<file path="src/rtl/cdb_arbiter_pkg.sv">
// Shared types and constants for the common-data-bus arbiter.
//   ROB_IDX_W / XLEN  : widths of the ROB tag and result value
//   CDB_FIFO_DEPTH    : entries per source queue
//   CDB_SRC_ALU/LSB   : encoding of cdb_src
package cdb_arbiter_pkg;

  localparam int   ROB_IDX_W      = 4;
  localparam int   XLEN           = 32;
  localparam int   CDB_FIFO_DEPTH = 2;
  localparam logic CDB_SRC_ALU    = 1'b0;
  localparam logic CDB_SRC_LSB    = 1'b1;

  typedef logic [1:0] cdb_cnt_t;

  typedef struct packed {
    logic [ROB_IDX_W-1:0] rob_entry;
    logic [XLEN-1:0]      value;
  } cdb_entry_t;

  typedef enum logic {
    GRANT_ALU = CDB_SRC_ALU,
    GRANT_LSB = CDB_SRC_LSB
  } cdb_src_e;

  // A queue can take an offer only while it is below depth.
  function automatic logic fifo_has_room(input cdb_cnt_t count);
    return count < cdb_cnt_t'(CDB_FIFO_DEPTH);
  endfunction

endpackage

</file>
<file path="src/rtl/cdb_arbiter_if.sv">
// Result-offer and broadcast bundle of the CDB arbiter.
//   alu_*   : ALU result offer (valid/rob_entry/value) and its ready
//   lsb_*   : LSB result offer (valid/rob_entry/value) and its ready
//   cdb_*   : registered broadcast (valid/src/rob_entry/value)
//   slave   : arbiter side; master : producer/consumer side
interface cdb_arbiter_if;
  import cdb_arbiter_pkg::*;

  logic                 alu_valid;
  logic [ROB_IDX_W-1:0] alu_rob_entry;
  logic [XLEN-1:0]      alu_value;
  logic                 alu_ready;

  logic                 lsb_valid;
  logic [ROB_IDX_W-1:0] lsb_rob_entry;
  logic [XLEN-1:0]      lsb_value;
  logic                 lsb_ready;

  logic                 cdb_valid;
  logic                 cdb_src;
  logic [ROB_IDX_W-1:0] cdb_rob_entry;
  logic [XLEN-1:0]      cdb_value;

  modport slave (
    input  alu_valid, alu_rob_entry, alu_value,
    input  lsb_valid, lsb_rob_entry, lsb_value,
    output alu_ready, lsb_ready,
    output cdb_valid, cdb_src, cdb_rob_entry, cdb_value
  );

  modport master (
    output alu_valid, alu_rob_entry, alu_value,
    output lsb_valid, lsb_rob_entry, lsb_value,
    input  alu_ready, lsb_ready,
    input  cdb_valid, cdb_src, cdb_rob_entry, cdb_value
  );

endinterface

</file>
<file path="src/rtl/cdb_src_fifo.sv">
// Two-entry result queue for one CDB source.
//   clk, rst  : clock, synchronous active-low reset
//   rdy       : global enable, 0 holds all state
//   flush     : empties the queue and blocks push/pop this edge
//   push/data : enqueue request (ignored when full, even if popped)
//   pop       : dequeue request (ignored when empty)
//   head      : oldest entry
//   count     : occupancy, 0..2
module cdb_src_fifo
  import cdb_arbiter_pkg::*;
(
  input  logic       clk,
  input  logic       rst,
  input  logic       rdy,
  input  logic       flush,
  input  logic       push,
  input  cdb_entry_t push_data,
  input  logic       pop,
  output cdb_entry_t head,
  output cdb_cnt_t   count
);

  cdb_entry_t mem [CDB_FIFO_DEPTH];
  logic       wr_ptr;
  logic       rd_ptr;
  cdb_cnt_t   count_q;
  logic       do_push;
  logic       do_pop;

  // Room is judged on the registered count, so a pop on the same edge
  // never opens a slot for a push.
  assign do_push = push && fifo_has_room(count_q) && !flush;
  assign do_pop  = pop && (count_q != '0) && !flush;

  assign head  = mem[rd_ptr];
  assign count = count_q;

  always_ff @(posedge clk) begin
    if (!rst) begin
      wr_ptr  <= 1'b0;
      rd_ptr  <= 1'b0;
      count_q <= '0;
    end else if (rdy) begin
      if (flush) begin
        wr_ptr  <= 1'b0;
        rd_ptr  <= 1'b0;
        count_q <= '0;
      end else begin
        if (do_push) wr_ptr <= ~wr_ptr;
        if (do_pop)  rd_ptr <= ~rd_ptr;
        if (do_push && !do_pop)      count_q <= count_q + 2'd1;
        else if (do_pop && !do_push) count_q <= count_q - 2'd1;
      end
    end
  end

  // Storage needs no reset; count gates every read of it.
  always_ff @(posedge clk) begin
    if (rst && rdy && do_push) mem[wr_ptr] <= push_data;
  end

endmodule

</file>
<file path="src/rtl/cdb_arbiter.sv">
// Common-data-bus arbiter: queues ALU and LSB results and broadcasts at
// most one per cycle, round-robin on ties.
//   clk, rst  : clock, synchronous active-low reset
//   rdy       : global enable, 0 freezes every register
//   rollback  : flush both queues and the broadcast register
//   bus       : offers in, readys and registered cdb_* broadcast out
//
// last_grant state | meaning
//   GRANT_ALU      | ALU won the most recent grant; LSB wins next tie
//   GRANT_LSB      | LSB won the most recent grant (or reset); ALU wins next tie
module cdb_arbiter
  import cdb_arbiter_pkg::*;
(
  input  logic          clk,
  input  logic          rst,
  input  logic          rdy,
  input  logic          rollback,
  cdb_arbiter_if.slave  bus
);

  cdb_entry_t alu_push_data, lsb_push_data;
  cdb_entry_t alu_head, lsb_head;
  cdb_cnt_t   alu_count, lsb_count;
  logic       alu_empty, lsb_empty;
  logic       alu_ready, lsb_ready;
  logic       alu_push, lsb_push;
  logic       alu_pop, lsb_pop;

  cdb_src_e   last_grant_q, last_grant_d;
  logic       grant_valid;
  cdb_src_e   grant_src;
  cdb_entry_t grant_data;

  logic                 cdb_valid_q;
  cdb_src_e             cdb_src_q;
  logic [ROB_IDX_W-1:0] cdb_rob_entry_q;
  logic [XLEN-1:0]      cdb_value_q;

  assign alu_push_data = '{rob_entry: bus.alu_rob_entry, value: bus.alu_value};
  assign lsb_push_data = '{rob_entry: bus.lsb_rob_entry, value: bus.lsb_value};

  assign alu_ready = fifo_has_room(alu_count);
  assign lsb_ready = fifo_has_room(lsb_count);
  assign alu_empty = (alu_count == '0);
  assign lsb_empty = (lsb_count == '0);

  assign alu_push = bus.alu_valid && alu_ready && !rollback;
  assign lsb_push = bus.lsb_valid && lsb_ready && !rollback;
  assign alu_pop  = grant_valid && (grant_src == GRANT_ALU);
  assign lsb_pop  = grant_valid && (grant_src == GRANT_LSB);

  cdb_src_fifo u_alu_fifo (
    .clk       (clk),
    .rst       (rst),
    .rdy       (rdy),
    .flush     (rollback),
    .push      (alu_push),
    .push_data (alu_push_data),
    .pop       (alu_pop),
    .head      (alu_head),
    .count     (alu_count)
  );

  cdb_src_fifo u_lsb_fifo (
    .clk       (clk),
    .rst       (rst),
    .rdy       (rdy),
    .flush     (rollback),
    .push      (lsb_push),
    .push_data (lsb_push_data),
    .pop       (lsb_pop),
    .head      (lsb_head),
    .count     (lsb_count)
  );

  // Grant is decided from registered occupancy only, so an offer pushed
  // this edge can never be broadcast on the same edge.
  always_comb begin
    grant_valid  = 1'b0;
    grant_src    = GRANT_ALU;
    last_grant_d = last_grant_q;
    if (!rollback) begin
      if (!alu_empty && !lsb_empty) begin
        grant_valid = 1'b1;
        grant_src   = (last_grant_q == GRANT_ALU) ? GRANT_LSB : GRANT_ALU;
      end else if (!alu_empty) begin
        grant_valid = 1'b1;
        grant_src   = GRANT_ALU;
      end else if (!lsb_empty) begin
        grant_valid = 1'b1;
        grant_src   = GRANT_LSB;
      end
    end
    if (grant_valid) last_grant_d = grant_src;
  end

  assign grant_data = (grant_src == GRANT_LSB) ? lsb_head : alu_head;

  always_ff @(posedge clk) begin
    if (!rst) begin
      last_grant_q    <= GRANT_LSB;
      cdb_valid_q     <= 1'b0;
      cdb_src_q       <= GRANT_ALU;
      cdb_rob_entry_q <= '0;
      cdb_value_q     <= '0;
    end else if (rdy) begin
      last_grant_q <= last_grant_d;
      if (grant_valid) begin
        cdb_valid_q     <= 1'b1;
        cdb_src_q       <= grant_src;
        cdb_rob_entry_q <= grant_data.rob_entry;
        cdb_value_q     <= grant_data.value;
      end else begin
        cdb_valid_q     <= 1'b0;
        cdb_src_q       <= GRANT_ALU;
        cdb_rob_entry_q <= '0;
        cdb_value_q     <= '0;
      end
    end
  end

  assign bus.alu_ready     = alu_ready;
  assign bus.lsb_ready     = lsb_ready;
  assign bus.cdb_valid     = cdb_valid_q;
  assign bus.cdb_src       = cdb_src_q;
  assign bus.cdb_rob_entry = cdb_rob_entry_q;
  assign bus.cdb_value     = cdb_value_q;

endmodule

</file>
<file path="src/flat_wrapper.sv">
// flat-port wrapper written by rule: the top's interface ports become plain ports
module cdb_arbiter_flat import cdb_arbiter_pkg::*;
  (clk, rst, rdy, rollback, bus_alu_valid, bus_alu_rob_entry, bus_alu_value, bus_lsb_valid, bus_lsb_rob_entry, bus_lsb_value, bus_alu_ready, bus_lsb_ready, bus_cdb_valid, bus_cdb_src, bus_cdb_rob_entry, bus_cdb_value);
  cdb_arbiter_if bus_i ();
  input  logic clk;
  input  logic rst;
  input  logic rdy;
  input  logic rollback;
  input wire logic [$bits(bus_i.alu_valid)-1:0] bus_alu_valid;
  input wire logic [$bits(bus_i.alu_rob_entry)-1:0] bus_alu_rob_entry;
  input wire logic [$bits(bus_i.alu_value)-1:0] bus_alu_value;
  input wire logic [$bits(bus_i.lsb_valid)-1:0] bus_lsb_valid;
  input wire logic [$bits(bus_i.lsb_rob_entry)-1:0] bus_lsb_rob_entry;
  input wire logic [$bits(bus_i.lsb_value)-1:0] bus_lsb_value;
  output wire logic [$bits(bus_i.alu_ready)-1:0] bus_alu_ready;
  output wire logic [$bits(bus_i.lsb_ready)-1:0] bus_lsb_ready;
  output wire logic [$bits(bus_i.cdb_valid)-1:0] bus_cdb_valid;
  output wire logic [$bits(bus_i.cdb_src)-1:0] bus_cdb_src;
  output wire logic [$bits(bus_i.cdb_rob_entry)-1:0] bus_cdb_rob_entry;
  output wire logic [$bits(bus_i.cdb_value)-1:0] bus_cdb_value;
  assign bus_i.alu_valid = bus_alu_valid;
  assign bus_i.alu_rob_entry = bus_alu_rob_entry;
  assign bus_i.alu_value = bus_alu_value;
  assign bus_i.lsb_valid = bus_lsb_valid;
  assign bus_i.lsb_rob_entry = bus_lsb_rob_entry;
  assign bus_i.lsb_value = bus_lsb_value;
  assign bus_alu_ready = bus_i.alu_ready;
  assign bus_lsb_ready = bus_i.lsb_ready;
  assign bus_cdb_valid = bus_i.cdb_valid;
  assign bus_cdb_src = bus_i.cdb_src;
  assign bus_cdb_rob_entry = bus_i.cdb_rob_entry;
  assign bus_cdb_value = bus_i.cdb_value;
  cdb_arbiter u_core (.clk(clk), .rst(rst), .rdy(rdy), .rollback(rollback), .bus(bus_i));
endmodule
</file>
<file path="config.mk">
export PLATFORM = sky130hd
export DESIGN_NAME = cdb_arbiter_flat
export DESIGN_NICKNAME = d
export VERILOG_FILES = /design/src/rtl/cdb_arbiter_pkg.sv /design/src/rtl/cdb_arbiter_if.sv /design/src/rtl/cdb_src_fifo.sv /design/src/rtl/cdb_arbiter.sv /design/src/flat_wrapper.sv
export SDC_FILE = /design/constraint.sdc
export NUM_CORES = 1
export LEC_CHECK = 0
export ABC_AREA = 1
export CAP_MARGIN = 10
export CORE_ASPECT_RATIO = 2
export CORE_MARGIN = 5
export CORE_UTILIZATION = 45
export DETAILED_ROUTE_END_ITERATION = 8
export DONT_BUFFER_PORTS = 1
export GPL_ROUTABILITY_DRIVEN = 0
export GPL_TIMING_DRIVEN = 0
export PLACE_DENSITY_LB_ADDON = 0.05
export SYNTH_ARGS = -nofsm -noshare
export SYNTH_HDL_FRONTEND = slang
export SYNTH_SLANG_ARGS = --single-unit
</file>
<file path="constraint.sdc">
create_clock -name clk -period 4.1 [get_ports clk]
set_clock_uncertainty 0.15 [all_clocks]
set_input_delay 0.41 -clock clk [delete_from_list [all_inputs] [get_ports clk]]
set_output_delay 0.41 -clock clk [all_outputs]
set_load 0.05 [all_outputs]
</file>
==> flow_metrics.tcl <==
set metrics [dict create \
    synth_fa_ha_area_frac 0 \
    clk_root_buffer_cell "clkbuf_16" \
    fp.coreArea_mm2 0.0162 \
    ioPinCount 118 \
    max_stage_delay_ps 530 \
    max_freq_ghz 0.361 \
    synthMuxAreaShare 0 \
    drt-initial-drc-count 170 \
    crit_path_top_delay_cell "nor3_2" \
    ys_seq_elements 193 \
    critPathArrivalTime_ps 2740 \
    synth_cell_types 26 \
    avgRoutedWirePerCell_um 19.2 \
    clockBufferDepth 2 \
    r2r_slack_ps 1330 \
    antenna_found_initial 0 \
    grtUsageMet1 0.205 \
    drt_pass1_iterations 5 \
    synth_warnings 0 \
    netlist_area_mm2 0.00737 \
    rsz0062_at_grt "false" \
    clk_latency_ps 430 \
    worstHoldStart "rollback" \
    end_kind "flop" \
    drive_above_1_share 0.112 \
    initial_core_util 0.455 \
    max_cap_violations 0 \
    slew_violations 0 \
    syn_inst 638 \
    post-dp-hpwl_um 13400 \
    synth_area_leaders "edfxtp_1, dfxtp_1, nand2_1" \
    grt_max_degree 19 \
    yosys.area_share.simple 0.205 \
    vias 4977 \
    cts_tree "yes" \
    rr_endpoint "u_core.u_lsb_fifo.mem[0][16]" \
    synth-compound-area-share 0.0375 \
    viasPerCell 5.17 \
    path_class "flop to flop" \
    antenna_cells 0 \
    dieWidth_um 101 \
    wirelength_um 18400 \
    io_buffers 0 \
    die_h_um 191 \
    grt_pass1_vias 5220 \
    grt-busiest-layer "met2" \
    outcome "complete, no violations" \
    dp_cells 856 \
    cellPowerDensity_mw_per_mm2 449 \
    hold_viol_final 0 \
    ctsResizeCount 0 \
    grt_pass1_wl_um 28400 \
    clock-sinks 193 \
    ir_worst_vdd_v 0.000282 \
    avgSynthCellArea_um2 11.6 \
    ff2ff_path_depth 8 \
    use_met3 0.0431 \
    use_met2 0.383 \
    fill_cells 1418 \
    hp-class "input pin to flop" \
    area_delta_synth_final_pct 23.6 \
    utilization 0.563 \
    clkTransAtPathRegs_ps 70 \
    antenna_left 0 \
    finalSetupViolations 0 \
    synth-seq-area-share 0.720 \
    total_leakage_power_nw 3.24 \
    critical_path_required_ps 4070 \
    overflow 0 \
    cp-start-kind "flop" \
    fin_crit_sh 0.675 \
    whs_path_depth 3 \
    fin_setup_tns_ps 0 \
    path_cells "inv_1 -> nand3_2 -> nor2_1 -> inv_1 -> nor3_2 -> buf_6 -> buf_6 -> buf_4" \
    cts_made_buffers 17 \
    final_cell_mix "nand2_1, edfxtp_1, nand3_1, dlygate4sd3_1, dfxtp_1" \
    synthXorXnorAreaFrac 0 \
    r2r-start "u_core.u_lsb_fifo.count[1]" \
    mappedNetlistNets 716 \
    synth_area_leader_cell "edfxtp_1" \
    slew_headroom 0.390 \
    grt_usage 0.200 \
    nNetsFinal 824 \
    whs_endpoint "u_core.u_lsb_fifo.count[1]" \
    die_area_mm2 0.0192 \
    fin_crit_ps 2770 \
    drc 0 \
    cts_htree_levels 4 \
    critPathMaxFanout 11 \
    synth_top_family_by_area "simple AND/OR/NAND/NOR gates" \
    num_rows 66 \
    tightestPinTransition_ps 910 \
    final_common_cell "nand2_1" \
    synth_top_area_frac 0.587 \
    fin_cells 963 \
]
logic make-up after synthesis:
family                 after synthesis
AND/OR/NAND/NOR                    343
flip-flops                         193
AO/OA/AOI/OAI                       52
buffers and inverters               50
how the worst max path moves through the flow:
stage | startpoint | end | slack, ps
after global placement | u_core.u_alu_fifo.count[1] | u_core.u_alu_fifo.mem[0][6] | -2090
after global routing | u_core.u_lsb_fifo.count[1] | u_core.u_lsb_fifo.mem[0][16] | 1180
after CTS | u_core.u_lsb_fifo.count[1] | u_core.u_lsb_fifo.mem[0][13] | 1280
final | u_core.u_lsb_fifo.count[1] | u_core.u_lsb_fifo.mem[0][16] | 1330
after detailed placement | u_core.u_lsb_fifo.count[1] | u_core.u_lsb_fifo.mem[0][18] | 1320
after floorplan | u_core.u_alu_fifo.count[1] | u_core.u_alu_fifo.mem[0][0] | -40
sequential cells by signal, indices dropped and copies added (netlist names), named ones only:
name / cells
u_core.u_lsb_fifo.wr_ptr: 1
u_core.u_alu_fifo.rd_ptr: 1
u_core.u_lsb_fifo.rd_ptr: 1
u_core.bus.cdb_src: 1
u_core.u_alu_fifo.mem: 72
u_core.u_alu_fifo.count: 2
u_core.u_alu_fifo.wr_ptr: 1
u_core.u_lsb_fifo.count: 2
u_core.bus.cdb_rob_entry: 4
u_core.bus.cdb_valid: 1
u_core.u_lsb_fifo.mem: 72
u_core.bus.cdb_value: 32
u_core.last_grant_q: 1
stage by stage:
stage | worst slack, ps | total power, mW | instance area, um2 | hold WS [ps]
after floorplan | -35.2 | 2.44 | 7370 | 294
after global placement | -2090 | 2.51 | 7630 | 308
after detailed placement | 1320 | 2.52 | 7810 | 317
after CTS | 1280 | 4.13 | 9110 | 11.0
after global routing | 1180 | 4.25 | 9110 | 29.3
final | 1330 | 4.09 | 9110 | 34.6
layer usage:
layer | wire length (um) | part of all wire
met5 | 0 | 0
met1 | 6560 | 0.36
met2 | 10500 | 0.57
met3 | 866 | 0.047
met4 | 489 | 0.027
critical path, delay by kind of cell, from the launching register on:
family        cells  cell delay, ps
buf+inv           5            1140
simple gates      3             860
flops             1             320
synth_stat cells:
cell / number
nand2_2: 4
edfxtp_1: 144
inv_1: 11
o21ai_2: 1
buf_2: 4
nand3_2: 8
clkinv_1: 2
buf_6: 11
inv_2: 4
nand3_1: 108
a21oi_1: 43
nor2_1: 13
nand2_1: 200
o21ai_0: 2
a31oi_1: 3
nor2_2: 1
nor3_1: 5
nand2_4: 1
dfxtp_1: 49
nor3b_1: 2
nor2_4: 1
buf_1: 4
a21oi_2: 1
clkbuf_1: 13
clkinv_2: 1
o21a_1: 2
power by group:
| part | switching [mW] | internal (mW) | total [mW] |
|---|---|---|---|
| logic | 0.206 | 0.131 | 0.336 |
| clock network | 0.755 | 0.795 | 1.55 |
| registers | 0.0731 | 2.13 | 2.21 |
| total | 1.03 | 3.06 | 4.09 |
final cells by class:
class                      count  area [um2]  share of cell area
sequential                   193        5310               0.582
multi-input combinational    395        1810               0.199
timing repair buffer          89         912               0.100
clock buffer                  17         425              0.0467
tap                          204         255              0.0280
buffer                        32         208              0.0228
clock inverter                15         128              0.0140
inverter                      18        68.8             0.00755
timing repair:
| action | in CTS | in global routing |
|---|---|---|
| hold endpoints to repair | 148 | 0 |
| hold buffers | 75 | 0 |
| setup buffers | 0 | 0 |
(Power assumes the default switching activity.)
